File: src/rtl/vram_arbiter.sv
// vram_arbiter: shares a single-port video RAM between display fetch (strict priority) and the CPU bus
// Ports:
//   clk_i, reset_i                 clock, asynchronous active-high reset
//   vid_req_i, vid_addr_i          single-cycle fetch strobe and address, no backpressure
//   vid_valid_o, vid_rdata_o       fetch data returned two cycles after vid_req_i
//   cpu_req_i, cpu_we_i,
//   cpu_addr_i, cpu_wdata_i        CPU request, held stable until cpu_ack_o
//   cpu_ack_o, cpu_rdata_o         one-cycle completion pulse, read data on read acks
//   mem_addr_o, mem_wdata_o,
//   mem_we_o, mem_re_o             registered RAM command
//   mem_rdata_i                    RAM read data, valid the cycle after mem_re_o
//   stat_clr_i, stall_cnt_o        clear and saturating count of CPU-denied cycles
module vram_arbiter #(
  parameter int AWIDTH = 16,
  parameter int DWIDTH = 16,
  parameter int SWIDTH = 16
) (
  input  logic              clk_i,
  input  logic              reset_i,
  input  logic              vid_req_i,
  input  logic [AWIDTH-1:0] vid_addr_i,
  output logic              vid_valid_o,
  output logic [DWIDTH-1:0] vid_rdata_o,
  input  logic              cpu_req_i,
  input  logic              cpu_we_i,
  input  logic [AWIDTH-1:0] cpu_addr_i,
  input  logic [DWIDTH-1:0] cpu_wdata_i,
  output logic              cpu_ack_o,
  output logic [DWIDTH-1:0] cpu_rdata_o,
  output logic [AWIDTH-1:0] mem_addr_o,
  output logic [DWIDTH-1:0] mem_wdata_o,
  output logic              mem_we_o,
  output logic              mem_re_o,
  input  logic [DWIDTH-1:0] mem_rdata_i,
  input  logic              stat_clr_i,
  output logic [SWIDTH-1:0] stall_cnt_o
);
  typedef enum logic [1:0] {C_IDLE, C_WACK, C_RWAIT, C_RDATA} cstate_e;
  typedef enum logic [1:0] {T_NONE, T_VID, T_CPU} tag_e;
  cstate_e st_q, st_d;
  tag_e tag1_q, tag1_d, tag2_q;
  logic [AWIDTH-1:0] addr_q, addr_d;
  logic [DWIDTH-1:0] wdata_q, wdata_d;
  logic re_q, re_d, we_q, we_d;
  logic [SWIDTH-1:0] stall_q, stall_d;
  logic cpu_idle, cpu_gnt;
  always_comb begin
    cpu_idle = st_q == C_IDLE;
    // CPU only gets cycles video leaves free, and only once per request
    cpu_gnt  = !vid_req_i && cpu_idle && cpu_req_i;
    st_d     = C_IDLE;
    if (cpu_gnt) st_d = cpu_we_i ? C_WACK : C_RWAIT;
    else if (st_q == C_RWAIT) st_d = C_RDATA;
    re_d     = vid_req_i || (cpu_gnt && !cpu_we_i);
    we_d     = cpu_gnt && cpu_we_i;
    addr_d   = vid_req_i ? vid_addr_i : cpu_gnt ? cpu_addr_i : addr_q;
    wdata_d  = we_d ? cpu_wdata_i : wdata_q;
    // tag follows the read through the RAM's one-cycle latency to steer mem_rdata_i
    tag1_d   = vid_req_i ? T_VID : (cpu_gnt && !cpu_we_i) ? T_CPU : T_NONE;
    stall_d  = stat_clr_i ? '0 :
               (vid_req_i && cpu_req_i && cpu_idle && !(&stall_q)) ? stall_q + 1'b1 : stall_q;
  end
  always_ff @(posedge clk_i or posedge reset_i) begin
    if (reset_i) begin
      st_q    <= C_IDLE;
      tag1_q  <= T_NONE;
      tag2_q  <= T_NONE;
      addr_q  <= '0;
      wdata_q <= '0;
      re_q    <= 1'b0;
      we_q    <= 1'b0;
      stall_q <= '0;
    end else begin
      st_q    <= st_d;
      tag1_q  <= tag1_d;
      tag2_q  <= tag1_q;
      addr_q  <= addr_d;
      wdata_q <= wdata_d;
      re_q    <= re_d;
      we_q    <= we_d;
      stall_q <= stall_d;
    end
  end
  assign vid_valid_o = tag2_q == T_VID;
  assign vid_rdata_o = vid_valid_o ? mem_rdata_i : '0;
  assign cpu_ack_o   = st_q == C_WACK || st_q == C_RDATA;
  assign cpu_rdata_o = tag2_q == T_CPU ? mem_rdata_i : '0;
  assign mem_addr_o  = addr_q;
  assign mem_wdata_o = wdata_q;
  assign mem_we_o    = we_q;
  assign mem_re_o    = re_q;
  assign stall_cnt_o = stall_q;
endmodule

File: config.mk
export PLATFORM = sky130hd
export DESIGN_NAME = vram_arbiter
export DESIGN_NICKNAME = d
export VERILOG_FILES = /design/src/rtl/vram_arbiter.sv
export SDC_FILE = /design/constraint.sdc
export NUM_CORES = 1
export LEC_CHECK = 0
export ABC_AREA = 1
export CAP_MARGIN = 5
export CORE_UTILIZATION = 32
export CTS_CLUSTER_SIZE = 25
export DETAILED_ROUTE_END_ITERATION = 10
export PLACE_DENSITY_LB_ADDON = 0.15
export RECOVER_POWER = 25
export SLEW_MARGIN = 20
export SYNTH_ARGS = -nofsm -noshare
export SYNTH_HDL_FRONTEND = slang
export SYNTH_SLANG_ARGS = --single-unit
export TNS_END_PERCENT = 1
File: constraint.sdc
create_clock -name clk_i -period 3.2 [get_ports clk_i]
set_input_delay 0.64 -clock clk_i [delete_from_list [all_inputs] [get_ports clk_i]]
set_output_delay 0.64 -clock clk_i [all_outputs]
set_load 0.01 [all_outputs]
==> flow_results.xml, run 1 <==
<?xml version="1.0" encoding="UTF-8"?>
<metrics>
  <group name="run_status">
    <metric name="run_status" unit="">completed</metric>
  </group>
  <group name="grt">
    <metric name="globalRouteTotalUtil" unit="%">17.2</metric>
    <metric name="grt_first_pass_wirelength" unit="um">12300</metric>
    <metric name="grt_start_max_net_pins" unit="">34</metric>
    <metric name="grt_antenna_before_repair" unit="">0</metric>
    <metric name="grt_pass1_vias" unit="">2699</metric>
    <metric name="grt_overflow_total" unit="">0</metric>
  </group>
  <group name="cts">
    <metric name="worstSkewPairLatency" unit="ns">0.31</metric>
    <metric name="clock_sinks" unit="">56</metric>
    <metric name="cts_resized" unit="">0</metric>
    <metric name="cts.clk_slew.worst_paths" unit="ns">0.09</metric>
    <metric name="htree_num_levels" unit="">2</metric>
    <metric name="cts-root-to-sink-buffers" unit="">2</metric>
    <metric name="number_of_buffers_inserted_during_clock_tree_synthesis" unit="">5</metric>
    <metric name="root_buffer" unit="">sky130_fd_sc_hd__clkbuf_8</metric>
    <metric name="tritoncts" unit="">done</metric>
    <metric name="hold_buffers" unit="">0</metric>
    <metric name="post_cts_buffers" unit="">0</metric>
  </group>
  <group name="yosys">
    <metric name="synth-warning-count" unit="">0</metric>
    <metric name="postSynth.topFlopCell" unit="">sky130_fd_sc_hd__dfrtp_1</metric>
    <metric name="synth.ff_latch_count" unit="">56</metric>
    <metric name="synthesis.area" unit="sq mm">0.00283</metric>
    <metric name="synth_edf_count" unit="">0</metric>
    <metric name="mapped_avg_cell_area" unit="sq um">7.27</metric>
    <metric name="async_reset_ff_share" unit="%">100</metric>
    <metric name="ys_seq_area_share" unit="%">49.6</metric>
    <metric name="postSynthNetCount" unit="">460</metric>
    <metric name="netlist-cell-type-count" unit="">24</metric>
    <metric name="postSynthCellCount" unit="">389</metric>
  </group>
  <group name="route">
    <metric name="final_antenna_net_count" unit="">0</metric>
    <metric name="wirelength" unit="um">7750</metric>
    <metric name="routed_via_count" unit="">2936</metric>
    <metric name="post_drt_via_cell_ratio" unit="">4.55</metric>
    <metric name="initialDrtViolationCount" unit="">103</metric>
    <metric name="remaining_drc_errors" unit="">0</metric>
    <metric name="firstDrtPassIters" unit="">4</metric>
    <metric name="detail_route.wl_per_cell" unit="um">12.0</metric>
  </group>
  <group name="timing">
    <metric name="fmax" unit="MHz">401</metric>
    <metric name="timing.final.crit_period" unit="ns">2.49</metric>
    <metric name="rsz0062_at_grt" unit="">no</metric>
    <metric name="hold_viol" unit="">0</metric>
    <metric name="clock_skew" unit="ns">0.00950</metric>
    <metric name="drv_slew" unit="">0</metric>
    <metric name="slew-limit-headroom" unit="%">18.2</metric>
    <metric name="setup-tns-final" unit="ns">0</metric>
    <metric name="timing.final.crit_share" unit="%">77.9</metric>
    <metric name="timing_worst_slew_pin_value" unit="ns">1.23</metric>
    <metric name="final-setup-viol-count" unit="">0</metric>
  </group>
  <group name="power_and_ir_drop">
    <metric name="vdd_ir_drop_max" unit="V">0.000310</metric>
    <metric name="power_per_cell_area" unit="mW/mm^2">511</metric>
    <metric name="p_leak" unit="nW">2.11</metric>
  </group>
  <group name="worst_hold_path">
    <metric name="min_path_type" unit="">reg2reg</metric>
    <metric name="hold_path.startpoint" unit="">tag1_q[1]</metric>
  </group>
  <group name="layout">
    <metric name="layout_fillers" unit="">793</metric>
    <metric name="multi_input_area" unit="sq mm">0.00120</metric>
    <metric name="drive_gt1_share" unit="%">4.44</metric>
    <metric name="area_growth" unit="%">60.9</metric>
    <metric name="layout.nets" unit="">610</metric>
    <metric name="final_core_util" unit="%">54.2</metric>
    <metric name="diodes" unit="">0</metric>
    <metric name="seq_area" unit="sq mm">0.00140</metric>
  </group>
  <group name="critical_path">
    <metric name="worstSetupEndpointType" unit="">flip-flop</metric>
    <metric name="worstReg2RegStart" unit="">stall_cnt_o[1]</metric>
    <metric name="crit_path_start_kind" unit="">input pin</metric>
    <metric name="worst_ep_required_time" unit="ns">3.40</metric>
    <metric name="worst-endpoint-arrival" unit="ns">2.69</metric>
    <metric name="cp-startpoint" unit="">vid_req_i</metric>
    <metric name="crit_type" unit="">in2reg</metric>
    <metric name="worstPathMaxFanout" unit="">18</metric>
  </group>
  <group name="floorplan">
    <metric name="start_util" unit="%">33.7</metric>
    <metric name="design.core.area" unit="sq mm">0.00838</metric>
    <metric name="floorplan.io_pins" unit="">154</metric>
    <metric name="core.rowCount" unit="">33</metric>
    <metric name="floorplan.die.height" unit="um">96.0</metric>
    <metric name="fp.dieW" unit="um">96.0</metric>
    <metric name="dieArea" unit="sq mm">0.00921</metric>
  </group>
  <group name="placed_design">
    <metric name="globalplace.congestion" unit="">0.828</metric>
    <metric name="post-dp-hpwl" unit="um">5970</metric>
    <metric name="io_buffer_count" unit="">153</metric>
  </group>
  <group name="run">
    <metric name="cap_viol_max_count" unit="">0</metric>
  </group>
</metrics>
-- per-layer routing --
layer  share of wire [%]  vias to the layer above  global-route usage [%]
met3                  11                        4                    5.92
met1                  42                     1323                    19.7
met2                  47                      116                    30.8
met5                   0                        -                       0
li1                    -                     1493                       -
met4                0.54                        0                    3.86
-- Yosys cell counts (3+ instances only) --
library cell / number / area (sq um)
sky130_fd_sc_hd__a31oi_1: 16 / 100
sky130_fd_sc_hd__buf_4: 3 / 22.5
sky130_fd_sc_hd__clkbuf_1: 6 / 22.5
sky130_fd_sc_hd__dfrtp_1: 56 / 1400
sky130_fd_sc_hd__inv_1: 35 / 131
sky130_fd_sc_hd__inv_2: 6 / 22.5
sky130_fd_sc_hd__nand2_1: 146 / 548
sky130_fd_sc_hd__nand2_2: 3 / 18.8
sky130_fd_sc_hd__nand3_1: 15 / 75.1
sky130_fd_sc_hd__nand4_1: 8 / 50.1
sky130_fd_sc_hd__nor2_1: 71 / 267
sky130_fd_sc_hd__nor2_2: 4 / 25.0
sky130_fd_sc_hd__o21ai_1: 3 / 15.0
sky130_fd_sc_hd__xor2_1: 3 / 26.3
-- kinds of logic after synthesis --
group,synth area share (%)
flops,49.6
buf+inv,8.06
simple gates,35.6
compound gates,5.09
xor+xnor,1.24
fa+ha+maj,0.443
-- flip-flops by register name (all words and copies together), names as in the netlist --
signal       flops
mem_wdata_o     16
tag2_q           2
mem_re_o         1
mem_we_o         1
tag1_q           2
stall_cnt_o     16
st_q             2
mem_addr_o      16
-- metrics by stage --
step	hold WS, ns	power, mW	setup slack, ns	instance area [sq um]	std cells
floorplan	0.331	1.35	1.19	2830	389
global placement	0.333	1.87	0.692	4450	637
detailed placement	0.335	1.88	0.721	4450	637
CTS	0.357	2.35	0.692	4560	645
global route	0.368	2.47	0.445	4550	645
finish	0.356	2.32	0.707	4550	645
-- worst max-delay path, cell delays in order --
cell and delay, ns:
sky130_fd_sc_hd__dlygate4sd3_1 0.54, sky130_fd_sc_hd__clkbuf_1 0.60, sky130_fd_sc_hd__nor2_1 0.17, sky130_fd_sc_hd__nand2_2 0.34, sky130_fd_sc_hd__inv_2 0.24, sky130_fd_sc_hd__nand2_1 0.10
sky130_fd_sc_hd__nand2_1 0.05
-- cell usage in the layout (no fill, tap or decap), types with 2 or more instances in the layout --
master	Yosys	routed
sky130_fd_sc_hd__inv_2	6	5
sky130_fd_sc_hd__o21ai_0	2	2
sky130_fd_sc_hd__nand2_1	146	146
sky130_fd_sc_hd__clkbuf_8	0	5
sky130_fd_sc_hd__nand2_2	3	3
sky130_fd_sc_hd__nand3_1	15	15
sky130_fd_sc_hd__clkdlybuf4s50_1	0	151
sky130_fd_sc_hd__clkbuf_1	6	2
sky130_fd_sc_hd__o21ai_1	3	3
sky130_fd_sc_hd__dfrtp_1	56	56
sky130_fd_sc_hd__inv_1	35	36
sky130_fd_sc_hd__nand4_1	8	8
sky130_fd_sc_hd__dlygate4sd3_1	0	2
sky130_fd_sc_hd__nor2_2	4	4
sky130_fd_sc_hd__nor2_4	2	2
sky130_fd_sc_hd__nor2_1	71	71
sky130_fd_sc_hd__xor2_1	3	3
sky130_fd_sc_hd__a31oi_1	16	16
-- final cells by class --
type / instances / area share, %
well taps: 105 / 2.89
repair buffers: 157 / 34.1
clock inverters: 3 / 0.936
multi-input cells: 278 / 26.3
clock buffers: 5 / 1.51
inverters: 41 / 3.38
flip-flops and latches: 56 / 30.8
-- final timing paths --
check / endpoint / slack [ns] / depth (start not counted)
setup / recovery: mem_wdata_o[11] / 0.71 / 7
hold / removal: tag2_q[1] / 0.36 / 0
hold reg to reg: tag2_q[1] / 0.36 / 0
max in group asynchronous: mem_addr_o[1] / 0.99 / 3
min in group asynchronous: mem_wdata_o[12] / 1.09 / 2
setup reg to reg: stall_cnt_o[12] / 1.39 / 9
-- where the power goes --
group | switching [mW] | internal, mW | total, mW | leakage, nW
Clock | 0.240 | 0.232 | 0.473 | 0.0541
Combinational | 0.389 | 0.486 | 0.875 | 1.35
Sequential | 0.0946 | 0.880 | 0.974 | 0.708
Total | 0.724 | 1.60 | 2.32 | 2.11
(Power assumes the default switching activity.)
==> run 2: changes to the inputs <==
==> constraint.sdc (replaced) <==
create_clock -name clk_i -period 2.6 [get_ports clk_i]
set_input_delay 0.52 -clock clk_i [delete_from_list [all_inputs] [get_ports clk_i]]
set_output_delay 0.52 -clock clk_i [all_outputs]
set_load 0.01 [all_outputs]
==> flow_results.xml, run 2 (synthesis results as in run 1) <==
<?xml version="1.0" encoding="UTF-8"?>
<metrics>
  <group name="cts">
    <metric name="worstSkewPairLatency" unit="ns">0.31</metric>
    <metric name="cts_resized" unit="">0</metric>
    <metric name="number_of_buffers_inserted_during_clock_tree_synthesis" unit="">5</metric>
    <metric name="tritoncts" unit="">done</metric>
    <metric name="htree_num_levels" unit="">2</metric>
    <metric name="clock_sinks" unit="">56</metric>
    <metric name="post_cts_buffers" unit="">0</metric>
    <metric name="cts-root-to-sink-buffers" unit="">2</metric>
    <metric name="hold_buffers" unit="">0</metric>
    <metric name="root_buffer" unit="">sky130_fd_sc_hd__clkbuf_8</metric>
    <metric name="cts.clk_slew.worst_paths" unit="ns">0.09</metric>
  </group>
  <group name="timing">
    <metric name="setup-tns-final" unit="ns">0</metric>
    <metric name="final-setup-viol-count" unit="">0</metric>
    <metric name="hold_viol" unit="">0</metric>
    <metric name="drv_slew" unit="">0</metric>
    <metric name="fmax" unit="MHz">415</metric>
    <metric name="timing.final.crit_period" unit="ns">2.41</metric>
    <metric name="slew-limit-headroom" unit="%">46.3</metric>
    <metric name="timing_worst_slew_pin_value" unit="ns">0.805</metric>
    <metric name="rsz0062_at_grt" unit="">no</metric>
    <metric name="clock_skew" unit="ns">0.0101</metric>
    <metric name="timing.final.crit_share" unit="%">92.7</metric>
  </group>
  <group name="critical_path">
    <metric name="setup.reg_to_reg.worst_slack" unit="ns">0.71</metric>
    <metric name="worstReg2RegStart" unit="">stall_cnt_o[1]</metric>
    <metric name="ff2ff_path_depth" unit="">9</metric>
    <metric name="worstSetupEndpointType" unit="">output port</metric>
    <metric name="worst-endpoint-arrival" unit="ns">1.89</metric>
    <metric name="crit_type" unit="">reg2out</metric>
    <metric name="cp-startpoint" unit="">tag2_q[0]</metric>
    <metric name="worstPathMaxFanout" unit="">16</metric>
    <metric name="crit_path_start_kind" unit="">flip-flop</metric>
    <metric name="r2r-end" unit="">stall_cnt_o[1]</metric>
    <metric name="worst_ep_required_time" unit="ns">2.08</metric>
  </group>
  <group name="route">
    <metric name="initialDrtViolationCount" unit="">88</metric>
    <metric name="detail_route.wl_per_cell" unit="um">12.3</metric>
    <metric name="post_drt_via_cell_ratio" unit="">4.61</metric>
    <metric name="firstDrtPassIters" unit="">5</metric>
    <metric name="routed_via_count" unit="">2981</metric>
    <metric name="final_antenna_net_count" unit="">0</metric>
    <metric name="wirelength" unit="um">7980</metric>
    <metric name="remaining_drc_errors" unit="">0</metric>
  </group>
  <group name="power_and_ir_drop">
    <metric name="p_leak" unit="nW">2.12</metric>
    <metric name="finalPower" unit="mW">2.85</metric>
    <metric name="vdd_ir_drop_max" unit="V">0.000392</metric>
    <metric name="power_per_cell_area" unit="mW/mm^2">625</metric>
  </group>
  <group name="grt">
    <metric name="grt_antenna_before_repair" unit="">0</metric>
    <metric name="grt_pass1_vias" unit="">2788</metric>
    <metric name="grt_start_max_net_pins" unit="">33</metric>
    <metric name="use_met2" unit="%">31.4</metric>
    <metric name="globalRouteTotalUtil" unit="%">17.8</metric>
    <metric name="grt_first_pass_wirelength" unit="um">12800</metric>
    <metric name="grt_busiest_layer" unit="">met2</metric>
    <metric name="grt_overflow_total" unit="">0</metric>
    <metric name="global_route.usage.met1" unit="%">21.2</metric>
    <metric name="globalRouteMet3Util" unit="%">5.61</metric>
  </group>
  <group name="layout">
    <metric name="multi_input_area" unit="sq mm">0.00120</metric>
    <metric name="area_growth" unit="%">61.3</metric>
    <metric name="seq_area" unit="sq mm">0.00140</metric>
    <metric name="diodes" unit="">0</metric>
    <metric name="drive_gt1_share" unit="%">4.80</metric>
    <metric name="layout_fillers" unit="">797</metric>
    <metric name="final_cells" unit="">647</metric>
    <metric name="layout.cells.most_common_list" unit="">152 x sky130_fd_sc_hd__clkdlybuf4s50_1, 146 x sky130_fd_sc_hd__nand2_1, 71 x sky130_fd_sc_hd__nor2_1</metric>
    <metric name="layout.nets" unit="">612</metric>
    <metric name="layout.cells.most_common" unit="">sky130_fd_sc_hd__clkdlybuf4s50_1</metric>
  </group>
  <group name="floorplan">
    <metric name="dieArea" unit="sq mm">0.00921</metric>
    <metric name="fp.dieW" unit="um">96.0</metric>
    <metric name="start_util" unit="%">33.7</metric>
    <metric name="floorplan.io_pins" unit="">154</metric>
    <metric name="floorplan.die.height" unit="um">96.0</metric>
    <metric name="core.rowCount" unit="">33</metric>
    <metric name="design.core.area" unit="sq mm">0.00838</metric>
  </group>
  <group name="run_status">
    <metric name="run_status" unit="">completed</metric>
  </group>
  <group name="placed_design">
    <metric name="globalplace.congestion" unit="">0.839</metric>
    <metric name="post-dp-hpwl" unit="um">6080</metric>
    <metric name="io_buffer_count" unit="">153</metric>
    <metric name="dpl.cell_count" unit="">639</metric>
  </group>
  <group name="run">
    <metric name="cap_viol_max_count" unit="">0</metric>
  </group>
  <group name="worst_hold_path">
    <metric name="worstHoldPathCells" unit="">0</metric>
    <metric name="hold_path_end" unit="">tag2_q[0]</metric>
    <metric name="hold_path.startpoint" unit="">tag1_q[0]</metric>
    <metric name="min_path_type" unit="">reg2reg</metric>
  </group>
</metrics>
[run 2: cell count changes in the layout (fill, tap and decap cells not counted), sizes merged]
cell / delta
buf: +2
clkdlybuf4s50: +1
dlygate4sd3: -1
clkbuf: +1
clkinvlp: -1
[run 2: cell type report]
cell class	count	area share (%)
Timing Repair Buffer	159	34.4
Sequential cell	56	30.7
Multi-Input combinational cell	278	26.3
Inverter	41	3.38
Tap cell	105	2.88
Clock buffer	6	1.59
Clock inverter	2	0.769
[run 2: where the power goes]
part	internal, mW	leakage, nW	switching, mW
sequential	1.08	0.708	0.118
clock	0.286	0.0552	0.275
combinational	0.602	1.36	0.483
total	1.97	2.12	0.875
[run 2: critical path, stage by stage, from the launching register on]
cell and delay [ns]:
sky130_fd_sc_hd__dfrtp_1 0.37, sky130_fd_sc_hd__inv_1 0.06, sky130_fd_sc_hd__nand2_1 0.31, sky130_fd_sc_hd__nor2_1 0.28, sky130_fd_sc_hd__clkdlybuf4s50_1 0.57
[run 2: worst max path at each step]
stage                     end  slack (ns)  cells after the start
2_1_floorplan   mem_addr_o[0]        0.71                      1
3_3_place_gp   cpu_rdata_o[7]        0.33                      4
3_5_place_dp   cpu_rdata_o[7]        0.30                      4
4_1_cts        cpu_rdata_o[7]        0.13                      4
5_1_grt        cpu_rdata_o[7]        0.06                      4
6_report       cpu_rdata_o[7]        0.19                      4
[run 2: layer usage]
layer	vias up	wire length, um	part of all wire, %
li1	1500	-	-
met1	1347	3400	43
met2	128	3670	46
met3	6	843	11
met4	0	55	0.69
met5	-	0	0
[run 2: per-stage QoR]
stage	util [%]	cell area [sq um]	hold slack (ns)	setup slack [ns]
2_1_floorplan	-	2830	0.331	0.709
3_3_place_gp	53.4	4470	0.333	0.332
3_5_place_dp	53.4	4470	0.336	0.296
4_1_cts	54.6	4580	0.358	0.133
5_1_grt	54.4	4560	0.374	0.0580
6_report	54.4	4560	0.354	0.189
==> run 3: changes to the inputs <==
==> constraint.sdc (replaced) <==
create_clock -name clk_i -period 2.6 [get_ports clk_i]
set_input_delay 0.39 -clock clk_i [delete_from_list [all_inputs] [get_ports clk_i]]
set_output_delay 0.39 -clock clk_i [all_outputs]
set_load 0.01 [all_outputs]
==> flow_results.xml, run 3 (synthesis results as in run 1) <==
<?xml version="1.0" encoding="UTF-8"?>
<metrics>
  <group name="power_and_ir_drop">
    <metric name="pwr-share-comb" unit="%">39.0</metric>
    <metric name="power.share.sequential" unit="%">43.2</metric>
    <metric name="power_per_cell_area" unit="mW/mm^2">612</metric>
    <metric name="finalPower" unit="mW">2.79</metric>
    <metric name="power.share.clock" unit="%">17.8</metric>
    <metric name="netSwitchingFraction" unit="%">31.9</metric>
    <metric name="p_leak" unit="nW">2.13</metric>
    <metric name="vdd_ir_drop_max" unit="V">0.000360</metric>
    <metric name="p_int" unit="mW">1.90</metric>
    <metric name="switching_power" unit="mW">0.889</metric>
  </group>
  <group name="floorplan">
    <metric name="start_util" unit="%">33.7</metric>
    <metric name="design.core.area" unit="sq mm">0.00838</metric>
    <metric name="dieArea" unit="sq mm">0.00921</metric>
    <metric name="floorplan.die.height" unit="um">96.0</metric>
    <metric name="floorplan.io_pins" unit="">154</metric>
    <metric name="core.rowCount" unit="">33</metric>
    <metric name="fp.dieW" unit="um">96.0</metric>
  </group>
  <group name="critical_path">
    <metric name="worstSetupEndpointType" unit="">output port</metric>
    <metric name="critPathBufInv" unit="">2</metric>
    <metric name="crit_type" unit="">reg2out</metric>
    <metric name="worstReg2RegStart" unit="">stall_cnt_o[1]</metric>
    <metric name="crit_family" unit="">buffers and inverters</metric>
    <metric name="setup.reg_to_reg.worst_slack" unit="ns">0.77</metric>
    <metric name="r2r-end" unit="">stall_cnt_o[12]</metric>
    <metric name="crit_path_start_kind" unit="">flip-flop</metric>
    <metric name="crit_chain" unit="">inv_1 &gt; nand2_1 &gt; nor2_1 &gt; clkdlybuf4s50_1</metric>
    <metric name="worst-endpoint-arrival" unit="ns">1.85</metric>
    <metric name="critical_path_depth" unit="">4</metric>
    <metric name="critPathMaxStageDelay" unit="ns">0.56</metric>
    <metric name="worstPathMaxFanout" unit="">16</metric>
    <metric name="ff2ff_path_depth" unit="">9</metric>
    <metric name="cp_max_delay_cell" unit="">sky130_fd_sc_hd__clkdlybuf4s50_1</metric>
    <metric name="worst_ep_required_time" unit="ns">2.21</metric>
  </group>
  <group name="placed_design">
    <metric name="pre_cts_slack" unit="ns">0.547</metric>
    <metric name="postPlaceCellArea" unit="sq mm">0.00447</metric>
    <metric name="dpl.cell_count" unit="">639</metric>
    <metric name="io_buffer_count" unit="">153</metric>
    <metric name="post-dp-hpwl" unit="um">6070</metric>
    <metric name="globalplace.congestion" unit="">0.835</metric>
  </group>
  <group name="timing">
    <metric name="clock_skew" unit="ns">0.00462</metric>
    <metric name="minimum_hold_slack" unit="ns">0.357</metric>
    <metric name="final-setup-viol-count" unit="">0</metric>
    <metric name="hold_viol" unit="">0</metric>
    <metric name="rsz0062_at_grt" unit="">no</metric>
    <metric name="post-route-worst-setup-slack" unit="ns">0.364</metric>
    <metric name="slew-limit-headroom" unit="%">9.12</metric>
    <metric name="drv_slew" unit="">0</metric>
    <metric name="setup-tns-final" unit="ns">0</metric>
    <metric name="timing_worst_slew_pin_value" unit="ns">1.36</metric>
    <metric name="fmax" unit="MHz">447</metric>
    <metric name="timing.final.crit_period" unit="ns">2.24</metric>
    <metric name="timing.final.crit_share" unit="%">86.0</metric>
  </group>
  <group name="route">
    <metric name="initialDrtViolationCount" unit="">89</metric>
    <metric name="post_drt_via_cell_ratio" unit="">4.60</metric>
    <metric name="routed_via_count" unit="">2977</metric>
    <metric name="final_antenna_net_count" unit="">0</metric>
    <metric name="detail_route.wl_per_cell" unit="um">12.2</metric>
    <metric name="remaining_drc_errors" unit="">0</metric>
    <metric name="wirelength" unit="um">7900</metric>
    <metric name="firstDrtPassIters" unit="">4</metric>
  </group>
  <group name="cts">
    <metric name="tritoncts" unit="">done</metric>
    <metric name="clock_sinks" unit="">56</metric>
    <metric name="cts.clk_slew.worst_paths" unit="ns">0.10</metric>
    <metric name="number_of_buffers_inserted_during_clock_tree_synthesis" unit="">5</metric>
    <metric name="root_buffer" unit="">sky130_fd_sc_hd__clkbuf_8</metric>
    <metric name="cts_resized" unit="">0</metric>
    <metric name="htree_num_levels" unit="">2</metric>
    <metric name="cts-root-to-sink-buffers" unit="">2</metric>
    <metric name="post_cts_buffers" unit="">0</metric>
    <metric name="hold_buffers" unit="">0</metric>
    <metric name="worstSkewPairLatency" unit="ns">0.31</metric>
  </group>
  <group name="layout">
    <metric name="layout.cells.most_common_list" unit="">152 x sky130_fd_sc_hd__clkdlybuf4s50_1, 146 x sky130_fd_sc_hd__nand2_1, 71 x sky130_fd_sc_hd__nor2_1</metric>
    <metric name="area_growth" unit="%">61.1</metric>
    <metric name="drive_gt1_share" unit="%">4.98</metric>
    <metric name="diodes" unit="">0</metric>
    <metric name="final_core_util" unit="%">54.3</metric>
    <metric name="final_cells" unit="">647</metric>
    <metric name="fin_area" unit="sq mm">0.00455</metric>
    <metric name="layout.nets" unit="">612</metric>
    <metric name="layout.cells.most_common" unit="">sky130_fd_sc_hd__clkdlybuf4s50_1</metric>
  </group>
  <group name="grt">
    <metric name="grt_antenna_before_repair" unit="">0</metric>
    <metric name="grt_start_max_net_pins" unit="">33</metric>
    <metric name="grt_pass1_vias" unit="">2795</metric>
    <metric name="grt_overflow_total" unit="">0</metric>
    <metric name="grt_first_pass_wirelength" unit="um">12600</metric>
    <metric name="globalRouteTotalUtil" unit="%">17.8</metric>
  </group>
  <group name="run">
    <metric name="cap_viol_max_count" unit="">0</metric>
  </group>
  <group name="run_status">
    <metric name="run_status" unit="">completed</metric>
  </group>
  <group name="worst_hold_path">
    <metric name="hold_path_end" unit="">tag2_q[1]</metric>
    <metric name="hold_path.startpoint" unit="">tag1_q[1]</metric>
    <metric name="worstHoldPathCells" unit="">0</metric>
    <metric name="min_path_type" unit="">reg2reg</metric>
  </group>
</metrics>
run 3: cell count changes in the layout (fill, tap and decap cells not counted):
cell | previous run | this run
sky130_fd_sc_hd__clkinv_2 | 1 | 2
sky130_fd_sc_hd__clkbuf_2 | 1 | 0
sky130_fd_sc_hd__dlymetal6s2s_1 | 0 | 1
sky130_fd_sc_hd__clkbuf_1 | 3 | 1
sky130_fd_sc_hd__bufinv_16 | 1 | 0
sky130_fd_sc_hd__buf_4 | 3 | 4
sky130_fd_sc_hd__clkbuf_8 | 5 | 6
run 3: power groups by stage:
stage | sequential [mW] | clock [mW] | combinational [mW]
global route | 1.23 | 0.548 | 1.19
finish | 1.20 | 0.497 | 1.09
floorplan | 1.30 | 0 | 0.353
global placement | 1.21 | 0 | 1.09
CTS | 1.21 | 0.519 | 1.11
detailed placement | 1.21 | 0 | 1.11
run 3: final cells by class:
class,instances,area [sq um]
well taps,105,131
flip-flops and latches,56,1400
clock inverters,2,10.0
clock buffers,6,82.6
fillers,800,3830
inverters,41,154
repair buffers,159,1580
multi-input cells,278,1200
run 3: metal layers:
layer	track usage (%)	share of wire, %
met5	0	0
met4	5.22	1.2
met3	5.37	9.9
met2	31.0	46
met1	20.9	43
run 3: worst max path at each step:
| stage | from | to | slack [ns] |
|---|---|---|---|
| 3_5_place_dp | vid_req_i | stall_cnt_o[14] | 0.55 |
| 4_1_cts | tag2_q[0] | cpu_rdata_o[7] | 0.33 |
| 5_1_grt | reset_i | mem_wdata_o[14] | 0.14 |
| 6_report | tag2_q[0] | cpu_rdata_o[7] | 0.36 |
| 2_1_floorplan | reset_i | mem_addr_o[0] | 0.84 |
| 3_3_place_gp | vid_req_i | stall_cnt_o[12] | 0.58 |
